$ cat src/rtl/voting_pkg.sv
// rtl/voting_pkg.sv - shared types and constants for the three-candidate ballot counter
package voting_pkg;

  typedef enum logic {
    VOTING = 1'b0,
    CLOSED = 1'b1
  } state_t;

  localparam int NUM_CAND      = 3;
  localparam int DEFAULT_CNT_W = 32;

endpackage

$ cat src/rtl/vote_counter.sv
// rtl/vote_counter.sv - per-candidate press edge detector and saturating tally
module vote_counter
  import voting_pkg::*;
#(
  parameter int CNT_W = DEFAULT_CNT_W
) (
  input  logic             clk,
  input  logic             rst,
  input  logic             btn,
  input  logic             en,
  output logic             rise,
  output logic [CNT_W-1:0] count
);

  logic btn_q;

  assign rise = btn & ~btn_q;

  // History keeps tracking after close so a held button cannot fake a press later.
  always_ff @(posedge clk or posedge rst) begin
    if (rst) begin
      btn_q <= 1'b0;
      count <= '0;
    end else begin
      btn_q <= btn;
      if (en && rise && (count != '1)) begin
        count <= count + 1'b1;
      end
    end
  end

endmodule

$ cat src/rtl/voting_machine.sv
// rtl/voting_machine.sv - ballot FSM, invalid-ballot filter and registered result outputs
module voting_machine
  import voting_pkg::*;
#(
  parameter int CNT_W = DEFAULT_CNT_W
) (
  input  logic             clk,
  input  logic             rst,
  input  logic             i_candidate_1,
  input  logic             i_candidate_2,
  input  logic             i_candidate_3,
  input  logic             i_voting_over,
  output logic [CNT_W-1:0] o_count1,
  output logic [CNT_W-1:0] o_count2,
  output logic [CNT_W-1:0] o_count3
);

  state_t                    state_q;
  state_t                    state_d;
  logic [NUM_CAND-1:0]       buttons;
  logic [NUM_CAND-1:0]       rises;
  logic                      count_en;
  logic [CNT_W-1:0]          tally [NUM_CAND];

  assign buttons = {i_candidate_3, i_candidate_2, i_candidate_1};

  // Only a single rising button is a valid ballot; the closing edge wins over any press.
  assign count_en = (state_q == VOTING) && !i_voting_over && $onehot(rises);

  for (genvar i = 0; i < NUM_CAND; i++) begin : g_cand
    vote_counter #(.CNT_W(CNT_W)) u_counter (
      .clk   (clk),
      .rst   (rst),
      .btn   (buttons[i]),
      .en    (count_en),
      .rise  (rises[i]),
      .count (tally[i])
    );
  end

  always_comb begin
    state_d = state_q;
    if (state_q == VOTING && i_voting_over) begin
      state_d = CLOSED;
    end
  end

  always_ff @(posedge clk or posedge rst) begin
    if (rst) begin
      state_q <= VOTING;
    end else begin
      state_q <= state_d;
    end
  end

  // Results load on the closing edge; tallies are already frozen then.
  always_ff @(posedge clk or posedge rst) begin
    if (rst) begin
      o_count1 <= '0;
      o_count2 <= '0;
      o_count3 <= '0;
    end else if (state_d == CLOSED) begin
      o_count1 <= tally[0];
      o_count2 <= tally[1];
      o_count3 <= tally[2];
    end else begin
      o_count1 <= '0;
      o_count2 <= '0;
      o_count3 <= '0;
    end
  end

endmodule

$ cat config.mk
export PLATFORM = sky130hd
export DESIGN_NAME = voting_machine
export DESIGN_NICKNAME = d
export VERILOG_FILES = /design/src/rtl/voting_pkg.sv /design/src/rtl/vote_counter.sv /design/src/rtl/voting_machine.sv
export SDC_FILE = /design/constraint.sdc
export NUM_CORES = 1
export LEC_CHECK = 0
export ABC_AREA = 1
export CORE_UTILIZATION = 45
export CTS_CLUSTER_SIZE = 28
export DETAILED_ROUTE_END_ITERATION = 10
export GPL_TIMING_DRIVEN = 0
export HOLD_SLACK_MARGIN = 0.06
export PLACE_DENSITY_LB_ADDON = 0.05
export SYNTH_ARGS = -nofsm -noshare
export SYNTH_HDL_FRONTEND = slang
export SYNTH_SLANG_ARGS = --single-unit
$ cat constraint.sdc
create_clock -name clk -period 7.3 [get_ports clk]
set_input_delay 1.46 -clock clk [delete_from_list [all_inputs] [get_ports clk]]
set_output_delay 1.46 -clock clk [all_outputs]
set_load 0.03 [all_outputs]
==> out/metrics.sh, run 1 <==
CTS.REPAIR_TIMING.SETUP_BUFFER_COUNT=0
SYNTH_ENABLE_FLOP_CELLS=0
DIE-HEIGHT_UM=148.4
CRIT_TYPE='in2reg'
SOURCE_OF_THE_CRITICAL_TIMING_PATH='i_candidate_2'
WORST_R2R_PATH_DEPTH=11
PATH_CLK_SLEW_NS=0.07
CRITICAL_PATH.REG2REG.ENDPOINT='g_cand[0].u_counter.count[10]'
GRT_MAX_DEGREE=116
POWER.SHARE.SWITCHING_PCT=23.35
DESIGN.CORE.AREA_UM2=21020
PORTS_PLACED_ON_THE_BOUNDARY=102
CTS_TREE='built'
TIMING.CRITICAL_PATH.FANOUT_MAX=10
DETAILED_PLACE.AREA_UM2=11040
FIN_CRIT_NS=3.586
NUM-NETS-FINAL=1452
ANTENNA_FOUND_INITIAL=0
YOSYS-TOP-CELLS-AREA='dfrtp_1 51%, nand2_1 23%, nor2_1 9.8%'
CTS_INSERTED_BUFFERS=17
DETAILROUTE.VIA_COUNT=8231
STARTING_UTILIZATION_OF_THE_CORE_AREA_PCT=45.91
TIMING.HOLD.WORST.CLASS='reg2reg'
PROPORTION_OF_REGISTER_BITS_WITH_ASYNCHRONOUS_SET_OR_RESET_AFTER_SYNTHESIS_PCT=100.0
SYNTH_FF_TYPE='dfrtp_1'
DRIVE_ABOVE_1_SHARE_PCT=4.883
CTS_MAX_LEVEL=4
POST-ROUTE-PERIOD-UTIL_PCT=49.12
CLOCKROOTBUFFER='clkbuf_16'
DETAIL-ROUTE-ANTENNA-NETS=0
DRTPASS1ITERATIONS=5
DIODES=0
DIE_WIDTH_UM=148.4
SYNTH_COMMON_CELLS='581 x nand2_1, 253 x nor2_1, 196 x dfrtp_1, 123 x inv_1, 57 x nand3_1'
CP-END-KIND='flop'
SEQUENTIAL_CELL_FRACTION_OF_TOTAL_POWER_PCT=53.0
PLACE_CONGESTION=0.9148
FIN_WORST_SKEW_NS=0.01092
P_LEAK_nW=5.468
TOTAL_DRC_ERRORS_IN_THE_ROUTED_LAYOUT=0
ROWS=53
SEQUENTIAL_AREA_SHARE_AFTER_SYNTHESIS_PCT=50.82
SYNTH_WARNINGS=0
POWER_FRAC_COMB_PCT=1.7
FP.DIEAREA_UM2=22040
PORT_BUFFERS=101
SYN-CELL-AREA_UM2=9651
WORST_SLEW_PIN_SLEW_NS=0.6140
SYNTH.MOST_COMMON_CELL='nand2_1'
GLOBAL_ROUTE_WIRE_LENGTH_BEFORE_REPAIR_UM=38970
SYNTH_LARGEST_AREA_CELL='dfrtp_1'
NUMBER_OF_STORAGE_ELEMENTS_IN_THE_SYNTHESIS_NETLIST=196
DRT-INITIAL-DRC-COUNT=529
INT_PWR_mW=1.573
POSTLAYOUTSETUPSLACKWORST_NS=3.714
DPL_WORST_SLACK_NS=3.215
DETAIL_ROUTE.VIAS_PER_CELL=4.761
HOLD_DEPTH=2
AREA_GROWTH_SYN_TO_LAYOUT_PCT=20.30
WORSTSETUPENDPOINT='g_cand[0].u_counter.count[10]'
CLK_LATENCY_NS=0.44
SLEW_HEADROOM_PCT=59.07
SETUP_VIOL=0
SYNTHCELLS=1321
GRT.OVERFLOW.TOTAL=0
SYNTHDOMINANTCELLAREASHARE_PCT=50.82
MAX_CLOCK_FREQ_MHz=278.9
YS_TYPES=28
POWER_DENSITY_nW_PER_UM2=176.8
OUTCOME='complete, no violations'
HOLD_VIOL=0
PROPORTION_OF_POWER_DRAWN_BY_THE_CLOCK_NETWORK_PCT=45.3
RRSETUPSLACK_NS=4.85
SYNTH_AREA_PER_CELL_UM2=7.305
CLKSINKCOUNT=196
GRT_SETUP_UNREPAIRED='false'
NET-SWITCHING-POWER_mW=0.4793
WORST-ENDPOINT-REQUIRED_NS=7.68
ROUTED_WIRELENGTH_UM=23760
GR-USAGE-ALL-LAYERS_PCT=22.84
POWER_mW=2.053
POST-ROUTE-CELL-AREA_UM2=11610
CLK_PATH_BUF_DEPTH=2
SYNTH.NET_COUNT=1331
FINAL-MAX-SLEW-VIOLATION-COUNT=0
DRV_CAP=0
ROUTED_WIRE_LENGTH_PER_INSTANCE_UM=13.74
GRT_PASS1_VIAS=7713
CRIT_ARRIVAL_NS=3.96
REG2REG_FROM='g_cand[2].u_counter.btn_q'
VDD.IR_DROP.WORST_V=0.0001457
DPL.HPWL_UM=17770
POST_CTS_RESIZE_COUNT=0
CTS_HOLD_BUFFERS=0
CRITICAL_PATH.STARTPOINT_TYPE='primary input'
-- through the flow --
step	setup TNS, ns	instances	hold WS (ns)	utilization [%]
floorplan	0	1321	0.4822	-
global placement	-426.37	1697	0.5072	52.35
detailed placement	0	1698	0.5105	52.52
CTS	0	1729	0.5308	55.23
global route	0	1729	0.5420	55.23
finish	0	1729	0.5306	55.23
-- cell usage in the layout, fill, tap and decap left out, types with 4 or more instances in the layout --
master	count
nand3_1	57
o21ai_0	12
buf_1	6
nand4_1	4
inv_6	4
buf_6	8
nor2_2	8
xor2_1	32
inv_1	122
clkbuf_1	4
dfrtp_1	196
clkdlybuf4s50_1	101
nor2_1	253
nand2_1	581
clkbuf_16	17
clkinvlp_4	4
buf_4	7
-- worst min-delay path by stage --
stage | slack (ns) | from | to
after detailed placement | 0.51 | g_cand[2].u_counter.count[28] | g_cand[2].u_counter.count[28]
after global routing | 0.54 | g_cand[2].u_counter.count[28] | g_cand[2].u_counter.count[28]
after floorplan | 0.48 | g_cand[0].u_counter.count[24] | g_cand[0].u_counter.count[24]
final | 0.53 | g_cand[2].u_counter.count[28] | g_cand[2].u_counter.count[28]
after CTS | 0.53 | g_cand[2].u_counter.count[28] | g_cand[2].u_counter.count[28]
after global placement | 0.51 | g_cand[1].u_counter.count[28] | g_cand[1].u_counter.count[28]
-- cells by family after synthesis --
logic type / share of synthesized area (%)
AO/OA/AOI/OAI: 0.8687
flip-flops: 50.82
XOR/XNOR: 3.086
AND/OR/NAND/NOR: 37.83
adder cells (fa/ha/maj): 0.5964
buffers and inverters: 6.794
-- power groups by stage --
stage,sequential (mW),combinational [mW],clock [mW]
floorplan,1.11,0.0201,0
global placement,1.11,0.0340,0
detailed placement,1.11,0.0367,0
CTS,1.09,0.0368,0.948
global route,1.09,0.0406,0.991
finish,1.09,0.0346,0.929
-- registers in the layout (all words and copies together) (netlist names) --
register / flops
g_cand.u_counter.count: 96
o_count2: 32
g_cand.u_counter.btn_q: 3
o_count1: 32
state_q: 1
o_count3: 32
-- layer usage --
layer | up-vias | part of all wire, % | track usage [%]
li1 | 4204 | - | -
met2 | 210 | 46 | 35.96
met3 | 41 | 4.0 | 3.098
met1 | 3776 | 47 | 31.70
met5 | - | 0 | 0
met4 | 0 | 2.5 | 9.485
-- area by class of cell --
class / count / area [um^2]
Buffer: 25 / 180.2
Clock buffer: 17 / 425.4
Clock inverter: 14 / 143.9
Fill cell: 1991 / 9412
Inverter: 126 / 483.0
Multi-Input combinational cell: 974 / 4090
Sequential cell: 196 / 4905
Tap cell: 275 / 344.1
Timing Repair Buffer: 102 / 1039
-- worst max-delay path, stage by stage --
cell and delay (ns):
clkdlybuf4s50_1 0.48, inv_1 0.14, nor2_1 0.07, fa_1 0.48, inv_1 0.04, nor2_1 0.11
nand3_1 0.28, a21oi_2 0.55, buf_6 0.23, nand2_1 0.06, nand2_1 0.07
No activity file was read; power rests on OpenSTA's default activity.
==> inputs of run 2 (changes only) <==
==> constraint.sdc (replaced) <==
create_clock -name clk -period 3.6 [get_ports clk]
set_input_delay 0.72 -clock clk [delete_from_list [all_inputs] [get_ports clk]]
set_output_delay 0.72 -clock clk [all_outputs]
set_load 0.03 [all_outputs]
==> out/metrics.sh, run 2 (same netlist as run 1, synthesis figures left out) <==
OUTCOME='complete, no violations'
TIMING.HOLD.WORST.CLASS='reg2reg'
ROWS=53  # unchanged
FIN_CRIT_NS=2.894
CRIT_TYPE='in2reg'
GRT_SETUP_UNREPAIRED='false'
CLKSINKCOUNT=196  # unchanged
P_LEAK_nW=5.512  # +0.82%
POWER_DENSITY_nW_PER_UM2=357.5  # +100%
WORST_PATH_MOST_REPEATED_CELL='nand2_1'
DRIVE_ABOVE_1_SHARE_PCT=5.209  # +0.33 points
FINAL_CELL_MIX='581 x nand2_1, 253 x nor2_1, 196 x dfrtp_1'
STARTING_UTILIZATION_OF_THE_CORE_AREA_PCT=45.91  # unchanged
CRIT_ARRIVAL_NS=3.28  # -0.68 ns
WORST_HOLD_SLACK_NS=0.5290  # -0.001599 ns
GRT_MAX_DEGREE=45  # -61%
MOST_COMMON_CELL_AFTER_LAYOUT_FILL_AND_TAPS_ASIDE='nand2_1'
HOLD_VIOL=0  # unchanged
DRV_CAP=0  # unchanged
GR-USAGE-ALL-LAYERS_PCT=23.91  # +1.1 points
CP_SLOWEST_CELL='fa_1'
DETAILROUTE.VIA_COUNT=8236  # +0.061%
NUM-NETS-FINAL=1456  # +0.28%
AREA_GROWTH_SYN_TO_LAYOUT_PCT=21.13
TOTAL_DRC_ERRORS_IN_THE_ROUTED_LAYOUT=0  # unchanged
CLOCKROOTBUFFER='clkbuf_16'
DESIGN.CORE.AREA_UM2=21020  # unchanged
PORTS_PLACED_ON_THE_BOUNDARY=102  # unchanged
DIE-HEIGHT_UM=148.4  # unchanged
FILL_CELLS=2039  # +2.4%
DIE_WIDTH_UM=148.4  # unchanged
FINALNONFILLERCELLS=1734  # +0.29%
POST-ROUTE-PERIOD-UTIL_PCT=80.40
GRT_PASS1_VIAS=7915  # +2.6%
CLK_PATH_BUF_DEPTH=2  # unchanged
PATH_CLK_SLEW_NS=0.07  # about the same
CRIT_PATH_CELL_TRACE='clkdlybuf4s50_1, nand2_1, inv_1, fa_1, inv_1, nor2_1, nand2_1, nor2_1, nand2_4, inv_2, buf_6, nand2_1, nand2_1'
POWER_mW=4.180  # +100%
DETAIL_ROUTE.VIAS_PER_CELL=4.750  # -0.23%
SUM_OF_NEGATIVE_SETUP_SLACK_NS=0  # unchanged
CLK_LATENCY_NS=0.45  # about the same
CTS_TREE='built'
TIMING.CRITICAL_PATH.FANOUT_MAX=10  # unchanged
REGISTERS.TOP_BY_FF_COUNT='g_cand.u_counter.count'
SETUP_VIOL=0  # unchanged
LAYOUT.CORE_UTILIZATION_PCT=55.61  # +0.38 points
ANTENNA_FOUND_INITIAL=0  # unchanged
GRT.OVERFLOW.TOTAL=0  # unchanged
DRTPASS1ITERATIONS=5  # unchanged
FLIP_FLOP_COUNT_OF_THE_LARGEST_REGISTER_AFTER_LAYOUT=96  # unchanged
CTS_INSERTED_BUFFERS=17  # unchanged
FP.DIEAREA_UM2=22040  # unchanged
CTS.REPAIR_TIMING.SETUP_BUFFER_COUNT=0  # unchanged
GLOBAL_ROUTE_WIRE_LENGTH_BEFORE_REPAIR_UM=40610  # +4.2%
CTS_MAX_LEVEL=4  # unchanged
CRITICAL_PATH.STARTPOINT_TYPE='primary input'
FIN_WORST_SKEW_NS=0.01452  # +0.003600 ns
DETAIL-ROUTE-ANTENNA-NETS=0  # unchanged
DPL.HPWL_UM=18590  # +4.6%
CTS_HOLD_BUFFERS=0  # unchanged
ROUTED_WIRELENGTH_UM=24290  # +2.2%
VDD.IR_DROP.WORST_V=0.0003138  # +120%
WORST-ENDPOINT-REQUIRED_NS=3.98  # -3.70 ns
SLEW_HEADROOM_PCT=51.46  # -7.6 points
CP-END-KIND='flop'
PORT_BUFFERS=101  # unchanged
FINAL-MAX-SLEW-VIOLATION-COUNT=0  # unchanged
MAX_CLOCK_FREQ_MHz=345.5
CRITPATHMAXSTAGEDELAY_NS=0.51  # -0.04 ns
POST_CTS_RESIZE_COUNT=0  # unchanged
DRT-INITIAL-DRC-COUNT=462  # -13%
PLACEDCELLCOUNT=1702  # +0.24%
PLACE_CONGESTION=0.9008  # -1.5%
DIODES=0  # unchanged
ROUTED_WIRE_LENGTH_PER_INSTANCE_UM=14.01  # +1.9%
WORST_SLEW_PIN_SLEW_NS=0.7280  # +0.1140 ns
==> run 2: routing by layer <==
| layer | track usage (%) | vias to the layer above | wire [um] |
|---|---|---|---|
| li1 | - | 4216 | - |
| met1 | 32.44 | 3820 | 11430 |
| met2 | 38.81 | 164 | 11440 |
| met3 | 3.037 | 36 | 793 |
| met4 | 9.691 | 0 | 617 |
| met5 | 0 | - | 0 |
==> run 2: per-stage QoR <==
stage | setup WS, ns | area [um^2]
6_report | 0.7055 | 11690
5_1_grt | 0.5266 | 11690
4_1_cts | 0.6807 | 11690
3_5_place_dp | 0.2095 | 11110
3_3_place_gp | -1.270 | 11010
2_1_floorplan | 0.3476 | 9654
==> run 2: final cells by class <==
class | instances | area (um^2) | share of cell area, %
buffer | 25 | 180.2 | 1.541
clock buffer | 17 | 425.4 | 3.639
clock inverter | 15 | 155.1 | 1.327
inverter | 126 | 479.2 | 4.099
multi-input combinational | 974 | 4090 | 34.99
sequential | 196 | 4905 | 41.96
tap | 275 | 344.1 | 2.943
timing repair buffer | 106 | 1111 | 9.504
==> run 2: critical path, delay by kind of cell <==
family / cells / cell delay, ns
simple gates: 7 / 1.08
buf+inv: 5 / 0.97
fa+ha+maj: 1 / 0.51
==> run 2: worst paths after layout <==
kind                                                from                            end  slack [ns]  cells after the start
setup / recovery                           i_candidate_3  g_cand[2].u_counter.count[12]        0.71                     13
hold / removal             g_cand[1].u_counter.count[28]  g_cand[1].u_counter.count[28]        0.53                      2
setup reg to reg               g_cand[2].u_counter.btn_q  g_cand[2].u_counter.count[12]        1.10                     13
hold reg to reg            g_cand[1].u_counter.count[28]  g_cand[1].u_counter.count[28]        0.53                      2
max in group asynchronous                            rst  g_cand[0].u_counter.count[24]        1.94                      5
min in group asynchronous                            rst                   o_count3[29]        0.59                      2
==> run 2: power breakdown <==
group          internal, mW  switching [mW]  total, mW
sequential             2.20         0.00381       2.21
combinational        0.0221          0.0569     0.0790
clock                 0.931           0.962       1.89
total                  3.16            1.02       4.18
==> inputs of run 3 (changes only) <==
==> constraint.sdc (replaced) <==
create_clock -name clk -period 2.9 [get_ports clk]
set_input_delay 0.58 -clock clk [delete_from_list [all_inputs] [get_ports clk]]
set_output_delay 0.58 -clock clk [all_outputs]
set_load 0.03 [all_outputs]
==> out/metrics.sh, run 3 (same netlist as run 1, synthesis figures left out) <==
AREA_GROWTH_SYN_TO_LAYOUT_PCT=21.21  # about the same
FP.DIEAREA_UM2=22040  # unchanged
DESIGN.CORE.AREA_UM2=21020  # unchanged
POWER_DENSITY_nW_PER_UM2=443.9  # +24%
DRTPASS1ITERATIONS=5  # unchanged
WL_MET1_UM=11480  # +0.39%
WORST-ENDPOINT-REQUIRED_NS=3.28  # -0.70 ns
GR-USAGE-ALL-LAYERS_PCT=23.91  # unchanged
RRSETUPSLACK_NS=0.37  # -0.73 ns
DIE-HEIGHT_UM=148.4  # unchanged
DETAIL-ROUTE-ANTENNA-NETS=0  # unchanged
P_LEAK_nW=5.514  # about the same
MAX_CLOCK_FREQ_MHz=359.6
ANTENNA_FOUND_INITIAL=0  # unchanged
PORT_BUFFERS=101  # unchanged
FLIP_FLOP_COUNT_OF_THE_LARGEST_REGISTER_AFTER_LAYOUT=96  # unchanged
MOST_COMMON_CELL_AFTER_LAYOUT_FILL_AND_TAPS_ASIDE='nand2_1'
DETAILED_ROUTED_WIRE_LENGTH_ON_MET2_UM=11470  # +0.22%
CRITICAL_PATH.STARTPOINT_TYPE='primary input'
VDD.IR_DROP.WORST_V=0.0003883  # +24%
GRT_MAX_DEGREE=45  # unchanged
CLK_LATENCY_NS=0.45  # about the same
REGISTERS.TOP_BY_FF_COUNT='g_cand.u_counter.count'
DETAILROUTE.VIA_COUNT=8251  # +0.18%
CTS_HOLD_BUFFERS=0  # unchanged
REG2REG_FROM='g_cand[2].u_counter.btn_q'
TOTAL_DRC_ERRORS_IN_THE_ROUTED_LAYOUT=0  # unchanged
POST-ROUTE-CELL-AREA_UM2=11700  # about the same
CRIT_TYPE='in2reg'
FIN_WORST_SKEW_NS=0.01441  # -0.0001153 ns
DRIVE_ABOVE_1_SHARE_PCT=5.209  # unchanged
DIE_WIDTH_UM=148.4  # unchanged
TIMING.CRITICAL_PATH.FANOUT_MAX=10  # unchanged
TIMING.HOLD.WORST.CLASS='in2async'
PATH_CLK_SLEW_NS=0.08  # about the same
SLEW_HEADROOM_PCT=51.09  # -0.37 points
GRT.OVERFLOW.TOTAL=0  # unchanged
PLACE_CONGESTION=0.9008  # unchanged
DETAILED_PLACE.AREA_UM2=11110  # unchanged
POST_CTS_RESIZE_COUNT=0  # unchanged
CRIT_ARRIVAL_NS=3.16  # -0.12 ns
WORST_R2R_PATH_DEPTH=13  # unchanged
ROUTED_WIRE_LENGTH_PER_INSTANCE_UM=14.06  # +0.40%
SUM_OF_NEGATIVE_SETUP_SLACK_NS=0  # unchanged
CRITICAL_PATH.REG2REG.ENDPOINT='g_cand[2].u_counter.count[12]'
FILL_CELLS=2040  # +0.049%
FIN_CRIT_NS=2.781
POWER_mW=5.192  # +24%
STARTING_UTILIZATION_OF_THE_CORE_AREA_PCT=45.91  # unchanged
WORST_HOLD_SLACK_NS=0.4421  # -0.08688 ns
DETAIL_ROUTE.VIAS_PER_CELL=4.758  # +0.18%
WORST_SLEW_PIN_SLEW_NS=0.7336  # +0.005579 ns
CTS_MAX_LEVEL=4  # unchanged
LAYOUT.AREA.SEQ_UM2=4905  # unchanged
DIODES=0  # unchanged
CLKSINKCOUNT=196  # unchanged
PORTS_PLACED_ON_THE_BOUNDARY=102  # unchanged
CTS_TREE='built'
GLOBAL_ROUTE_WIRE_LENGTH_BEFORE_REPAIR_UM=40610  # unchanged
ROWS=53  # unchanged
DRT-INITIAL-DRC-COUNT=499  # +8.0%
GRT_PASS1_VIAS=7915  # unchanged
CTS_INSERTED_BUFFERS=17  # unchanged
GRT_SETUP_UNREPAIRED='false'
HOLD_VIOL=0  # unchanged
LAYOUT.CORE_UTILIZATION_PCT=55.65  # about the same
FINAL_CELL_MIX='581 x nand2_1, 253 x nor2_1, 196 x dfrtp_1'
HIGHEST_SIGNAL_LAYER='met4'
ROUTED_WIRELENGTH_UM=24390  # +0.40%
AREA_OF_THE_MULTI_INPUT_GATES_UM2=4098  # +0.18%
OUTCOME='complete, no violations'
NUM-NETS-FINAL=1456  # unchanged
SETUP_VIOL=0  # unchanged
CTS.REPAIR_TIMING.SETUP_BUFFER_COUNT=0  # unchanged
CLK_PATH_BUF_DEPTH=2  # unchanged
DR_WL_MET3_UM=831  # +4.8%
FINAL-MAX-SLEW-VIOLATION-COUNT=0  # unchanged
CLOCKROOTBUFFER='clkbuf_16'
DPL.HPWL_UM=18590  # unchanged
CP-END-KIND='flop'
POST-ROUTE-PERIOD-UTIL_PCT=95.90
DRV_CAP=0  # unchanged
==> run 3: changes by cell type in the layout (fill, tap and decap cells not counted) <==
cell / before / now
a21oi_2: 1 / 0
a21oi_4: 0 / 1
==> run 3: cell type report <==
cell class,count,share of cell area (%)
Sequential cell,196,41.93
Inverter,126,4.097
Buffer,25,1.540
Tap cell,275,2.941
Clock inverter,15,1.326
Multi-Input combinational cell,974,35.03
Clock buffer,17,3.637
Timing Repair Buffer,106,9.498
==> run 3: power by group <==
part	total, mW	internal [mW]	switching, mW
sequential	2.74	2.74	0.00483
clock	2.35	1.16	1.20
combinational	0.0981	0.0275	0.0706
total	5.19	3.92	1.27
==> run 3: worst max-delay path by stage <==
stage / depth (start not counted) / startpoint / end
global route: 13 / i_candidate_3 / g_cand[2].u_counter.count[12]
CTS: 11 / i_candidate_3 / g_cand[0].u_counter.count[1]
global placement: 2 / rst / o_count1[4]
detailed placement: 11 / i_candidate_3 / g_cand[0].u_counter.count[7]
finish: 13 / i_candidate_3 / g_cand[2].u_counter.count[12]
floorplan: 1 / rst / g_cand[0].u_counter.btn_q
==> run 3: critical path, stage by stage <==
cell             delay [ns]
clkdlybuf4s50_1        0.44
nand2_1                0.17
inv_1                  0.08
fa_1                   0.51
inv_1                  0.04
nor2_1                 0.12
nand2_1                0.17
nor2_1                 0.35
nand2_4                0.17
inv_2                  0.22
buf_6                  0.19
nand2_1                0.07
nand2_1                0.06
==> run 3: through the flow <==
stage	worst slack, ns	instances
after CTS	0.1207	1734
final	0.1190	1734
after floorplan	-0.2124	1321
after global placement	-1.830	1697
after detailed placement	-0.3505	1702
after global routing	0.01472	1734
==> run 3: metal layers <==
layer	up-vias	GRT usage, %
li1	4217	-
met3	33	3.037
met4	0	9.691
met1	3825	32.44
met5	-	0
met2	176	38.81
==> variant 1: new RTL, config.mk and constraints of run 3 <==
Put one more register stage on the output `o_count1`. The value now appears one clock later. The other outputs are not delayed to match.
--- a/src/rtl/voting_machine.sv
+++ b/src/rtl/voting_machine.sv
@@ -16,2 +16,4 @@
 );
+
+  logic [CNT_W-1:0] o_count1_s0;
 
@@ -58,3 +60,3 @@
     if (rst) begin
-      o_count1 <= '0;
+      o_count1_s0 <= '0;
       o_count2 <= '0;
@@ -62,3 +64,3 @@
     end else if (state_d == CLOSED) begin
-      o_count1 <= tally[0];
+      o_count1_s0 <= tally[0];
       o_count2 <= tally[1];
@@ -66,3 +68,3 @@
     end else begin
-      o_count1 <= '0;
+      o_count1_s0 <= '0;
       o_count2 <= '0;
@@ -72,2 +74,6 @@
 
+  always_ff @(posedge clk) begin
+    o_count1 <= o_count1_s0;
+  end
+
 endmodule
Check against the original RTL: not equivalent (a bounded check fails within 4 cycles, from zero or initial values and one cycle with rst high).
==> variant 1 against run 3 <==
Critical endpoint is now g_cand[0].u_counter.count[21]; sequential cell count grew 32; wire length is 3.3% higher; area after synthesis increased by 6.6%; synthesized cell count rose by 2.4%; sequential share of layout area rose by 2.1 points; total power rose by 24%; non-clock buffer count unchanged; critical path type unchanged; clock power increased by 35%; setup slack gained 0.094 ns; design area up 7.7%; die area increased by 6.5%; utilization is 1.4 points higher.
==> variant 1: results (changes against run 3) <==
- Via count of the routed design: 8532 (+3.4%)
- Met3 wire length: 1000 um (+20%)
- Synth Flop Type: dfrtp_1
- Final hold slack: 0.335 ns (-0.107 ns)
- Number of buffers created by CTS: 25 (+8)
- Ratio of cells with drive above 1 in the final layout: 0.0559 (+0.00376)
- All-Layer GR Usage: 0.226 (-0.0135)
- Dpl cells: 1739 (+2.2%)
- Status: complete, no violations
- Combinational fraction of design power: 0.015 (-0.004)
- Reg clk slew, reported paths: 0.06 ns (-0.02 ns)
- Fill cells: 2056 (+0.78%)
- Clock Skew: 0.00861 ns (-0.00580 ns)
- Met2 Track Usage GR: 0.378 (-0.00996)
- Post-synth cell types: 29 (+3.6%)
- Post-Layout Cell Count: 1784 (+2.9%)
- Leakage power: 0.00590 uW (+7.0%)
- Vias in the first global route: 8260 (+4.4%)
- ANT cells: 0 (unchanged)
- Dpl hpwl: 18800 um (+1.1%)
- Flop2flop setup slack: 0.47 ns (+0.10 ns)
- Routed wire length: 25200 um (+3.3%)
- Wire length on met2: 11800 um (+3.3%)
- Synth top area cells: dfrtp_1 (48%), nand2_1 (21%), nor2_1 (9.2%)
- Initial DRT Pass Iterations: 7 (+2)
- Worst path max stage delay: 0.58 ns (+0.07 ns)
- FMAX: 372 MHz (+3.5%)
- Global-route wire length before repair: 42200 um (+3.9%)
- M3 GR Usage: 0.0289 (-0.00145)
- Worst slack, placed: -0.328 ns (+0.0222 ns)
- Slowest CP cell: a21oi_2
- Area after DPL: 11800 um2 (+5.8%)
- Clock share of power: 0.491 (+0.038)
- FF-to-FF path depth: 11 (-2)
- Slew headroom: 0.448 (-0.0626)
- Nets: 1496 (+2.7%)
- Data arrival, critical path: 3.16 ns (about the same)
- Max clock buf depth: 3 (+1)
- Sw Ratio: 0.210 (-0.0351)
- PwrDens: 512 nW/um2 (+15%)
- DR top layer: met4
- Sequential area share after synthesis: 0.539 (+0.0306)
- CP top delay family: buffers and inverters
- Insertion delay to the later sink of the worst-skew pair: 0.54 ns (+0.09 ns)
- GRT met1 Usage: 0.305 (-0.0195)
- Post-synth ARST share: 0.860 (-0.140)
- Worst hold-check path type: reg2reg
- Drt initial violations: 464 (-7.0%)
- Peak VDD IR: 511 uV (+32%)
- Routability Congestion: 0.935 (+3.8%)
- H-tree levels: 1 (-3)
- Largest net degree at the start of global routing: 42 (-6.7%)
- Met1 wire length: 11700 um (+1.8%)
- Total chip power: 6450 uW (+24%)
- Synthesized instance count: 1353 (+2.4%)
[variant 1: worst paths after layout]
kind,start,end
setup / recovery,i_candidate_3,g_cand[0].u_counter.count[21]
hold / removal,o_count1_s0[7],o_count1[7]
setup reg to reg,g_cand[2].u_counter.btn_q,g_cand[0].u_counter.count[21]
hold reg to reg,o_count1_s0[7],o_count1[7]
max in group asynchronous,rst,o_count1_s0[23]
min in group asynchronous,rst,o_count2[26]
[variant 1: area by class of cell]
cell class                 count  share of cell area
timing repair buffer         106              0.0882
clock inverter                 7             0.00656
multi-input combinational    974               0.325
inverter                     126              0.0381
tap                          280              0.0278
sequential                   228               0.440
buffer                        25              0.0143
clock buffer                  38              0.0599
[variant 1: kinds of logic after synthesis]
logic type	after synthesis	share of synthesized area
AO/OA/AOI/OAI	16	0.00815
XOR/XNOR	34	0.0289
adder cells (fa/ha/maj)	4	0.00559
buffers and inverters	151	0.0637
flip-flops	228	0.539
AND/OR/NAND/NOR	920	0.355
==> variant 2: new RTL, settings of run 3 <==
Without the edit above. `DEFAULT_CNT_W`: 32 -> 64.
--- a/src/rtl/voting_pkg.sv
+++ b/src/rtl/voting_pkg.sv
@@ -9,3 +9,3 @@
   localparam int NUM_CAND      = 3;
-  localparam int DEFAULT_CNT_W = 32;
+  localparam int DEFAULT_CNT_W = 64;
 
Ports: changed (resized o_count1, o_count2 and o_count3); port bits go from 102 to 198. The function was not compared with the original's and may differ.
==> variant 2 against run 3 <==
Die area grew 100%; sequential cell count grew 192; area after synthesis grew 100%; design area grew 110%; total power grew 120%; count of clock-buffer cells in the layout grew 41; wire length grew to 2.7 times the old value; setup slack lost 0.036 ns.
==> variant 2: results (changes against run 3) <==
- Slew @ Worst Pin: 1.03 ns (+0.296 ns)
- Drt initial violations: 1576 (+220%)
- Max reg flops: 192 (+100%)
- Synthesized instance count: 2797 (+110%)
- Dpl cells: 3589 (+110%)
- H-tree levels: 2 (-2)
- Fill cells: 4275 (+110%)
- All-Layer GR Usage: 0.303 (+0.0641)
- Final hold slack: 0.373 ns (-0.0693 ns)
- Initial DRT Pass Iterations: 6 (+1)
- Via count of the routed design: 18732 (+130%)
- Largest net degree at the start of global routing: 46 (+2.2%)
- Pins Over Slew Limit: 0 (unchanged)
- Clock Skew: 0.0272 ns (+0.0127 ns)
- Global-route wire length before repair: 102000 um (+150%)
- Vias in the first global route: 17885 (+130%)
- Number of buffers created by CTS: 43 (+26)
- CP top delay family: simple AND/OR/NAND/NOR gates
- Synth top area cells: dfrtp_1 (49%), nand2_1 (20%), nor2_1 (12%)
- Worst hold-check path type: in2async
- Buffers on Ports: 197 (+95%)
- Reg2reg end: o_count2[0]
- Flop2flop setup slack: 0.18 ns (-0.19 ns)
- Peak VDD IR: 422 uV (+8.8%)
- Routability Congestion: 1.04 (+16%)
- Biggest register: g_cand.u_counter.count
- Insertion delay to the later sink of the worst-skew pair: 0.58 ns (+0.13 ns)
- Dpl hpwl: 52100 um (+180%)
- Max clock buf depth: 3 (+1)
- Reg clk slew, reported paths: 0.06 ns (-0.02 ns)
- Slowest CP cell: clkdlybuf4s50_1
- Crit Reg-Reg Startpoint: state_q
- Sequential area share after synthesis: 0.491 (-0.0168)
- Nets: 3061 (+110%)
- Worst path max stage delay: 0.53 ns (+0.02 ns)
- Area after DPL: 22700 um2 (+100%)
- Status: complete, no violations
- Ratio of cells with drive above 1 in the final layout: 0.0529 (+0.000797)
- Post-Layout Cell Count: 3667 (+110%)
- FF-to-FF path depth: 4 (-9)
- Post-synth cell types: 29 (+3.6%)
- Routed wire length: 66300 um (+170%)
- Worst slack, placed: -0.982 ns (-0.631 ns)
- CP max FO: 7 (-3)
- Most frequent cells after synthesis: nand2_1 (1043), nor2_1 (642), dfrtp_1 (388), inv_1 (275), nand3_1 (139)
- ANT cells: 0 (unchanged)
- Leakage power: 0.0108 uW (+97%)
- Data arrival, critical path: 3.28 ns (+0.12 ns)
- Root Driver: clkbuf_16
[variant 2: area by class of cell]
cell class / instances / share of cell area
Sequential cell: 388 / 0.402
Multi-Input combinational cell: 2074 / 0.364
Timing Repair Buffer: 209 / 0.0906
Clock buffer: 58 / 0.0506
Inverter: 279 / 0.0436
Tap cell: 585 / 0.0303
Buffer: 56 / 0.0128
Clock inverter: 18 / 0.00555
[variant 2: power by group]
group | internal [uW] | total (uW) | switching (uW)
Combinational | 163 | 503 | 340
Clock | 3050 | 5340 | 2290
Sequential | 5500 | 5560 | 67.2
Total | 8700 | 11400 | 2700
[variant 2: worst max path at each step]
stage          depth (start not counted)  slack [ns]                             to           from
4_1_cts                               13      0.0003  g_cand[2].u_counter.count[51]  i_candidate_3
5_1_grt                               14      -0.006  g_cand[2].u_counter.count[39]  i_candidate_3
3_5_place_dp                          11       -0.98   g_cand[0].u_counter.count[6]  i_candidate_3
2_1_floorplan                          1       -2.90      g_cand[0].u_counter.btn_q            rst
3_3_place_gp                           2       -5.55                   o_count2[53]            rst
6_report                              12        0.08  g_cand[1].u_counter.count[35]  i_candidate_3
[variant 2: routing by layer]
layer,GRT usage,part of all wire,wire [um],vias up
li1,-,-,-,9057
met1,0.418,0.45,29600,8889
met2,0.475,0.45,29700,657
met3,0.0467,0.062,4120,129
met4,0.128,0.043,2850,0
met5,0,0,0,-
[variant 2: cells by family after synthesis]
| kind of cell | synth area share |
|---|---|
| adder cells (fa/ha/maj) | 0.00291 |
| flip-flops | 0.491 |
| XOR/XNOR | 0.0244 |
| buffers and inverters | 0.0683 |
| AO/OA/AOI/OAI | 0.0231 |
| AND/OR/NAND/NOR | 0.390 |
[variant 2: repair_timing]
action / in CTS / in global routing
buffers inserted: 0 / 2
hold buffers: 0 / 0
resized for setup: 11 / 22
gates cloned: 0 / 0
setup endpoints to repair: 147 / 98
pin swaps: 0 / 1
[variant 2: through the flow]
stage               setup TNS [ns]  utilization
detailed placement         -146.30        0.525
floorplan                 -1124.39            -
CTS                              0        0.557
global placement          -2279.57        0.520
global route              -0.00638        0.559
finish                           0        0.559
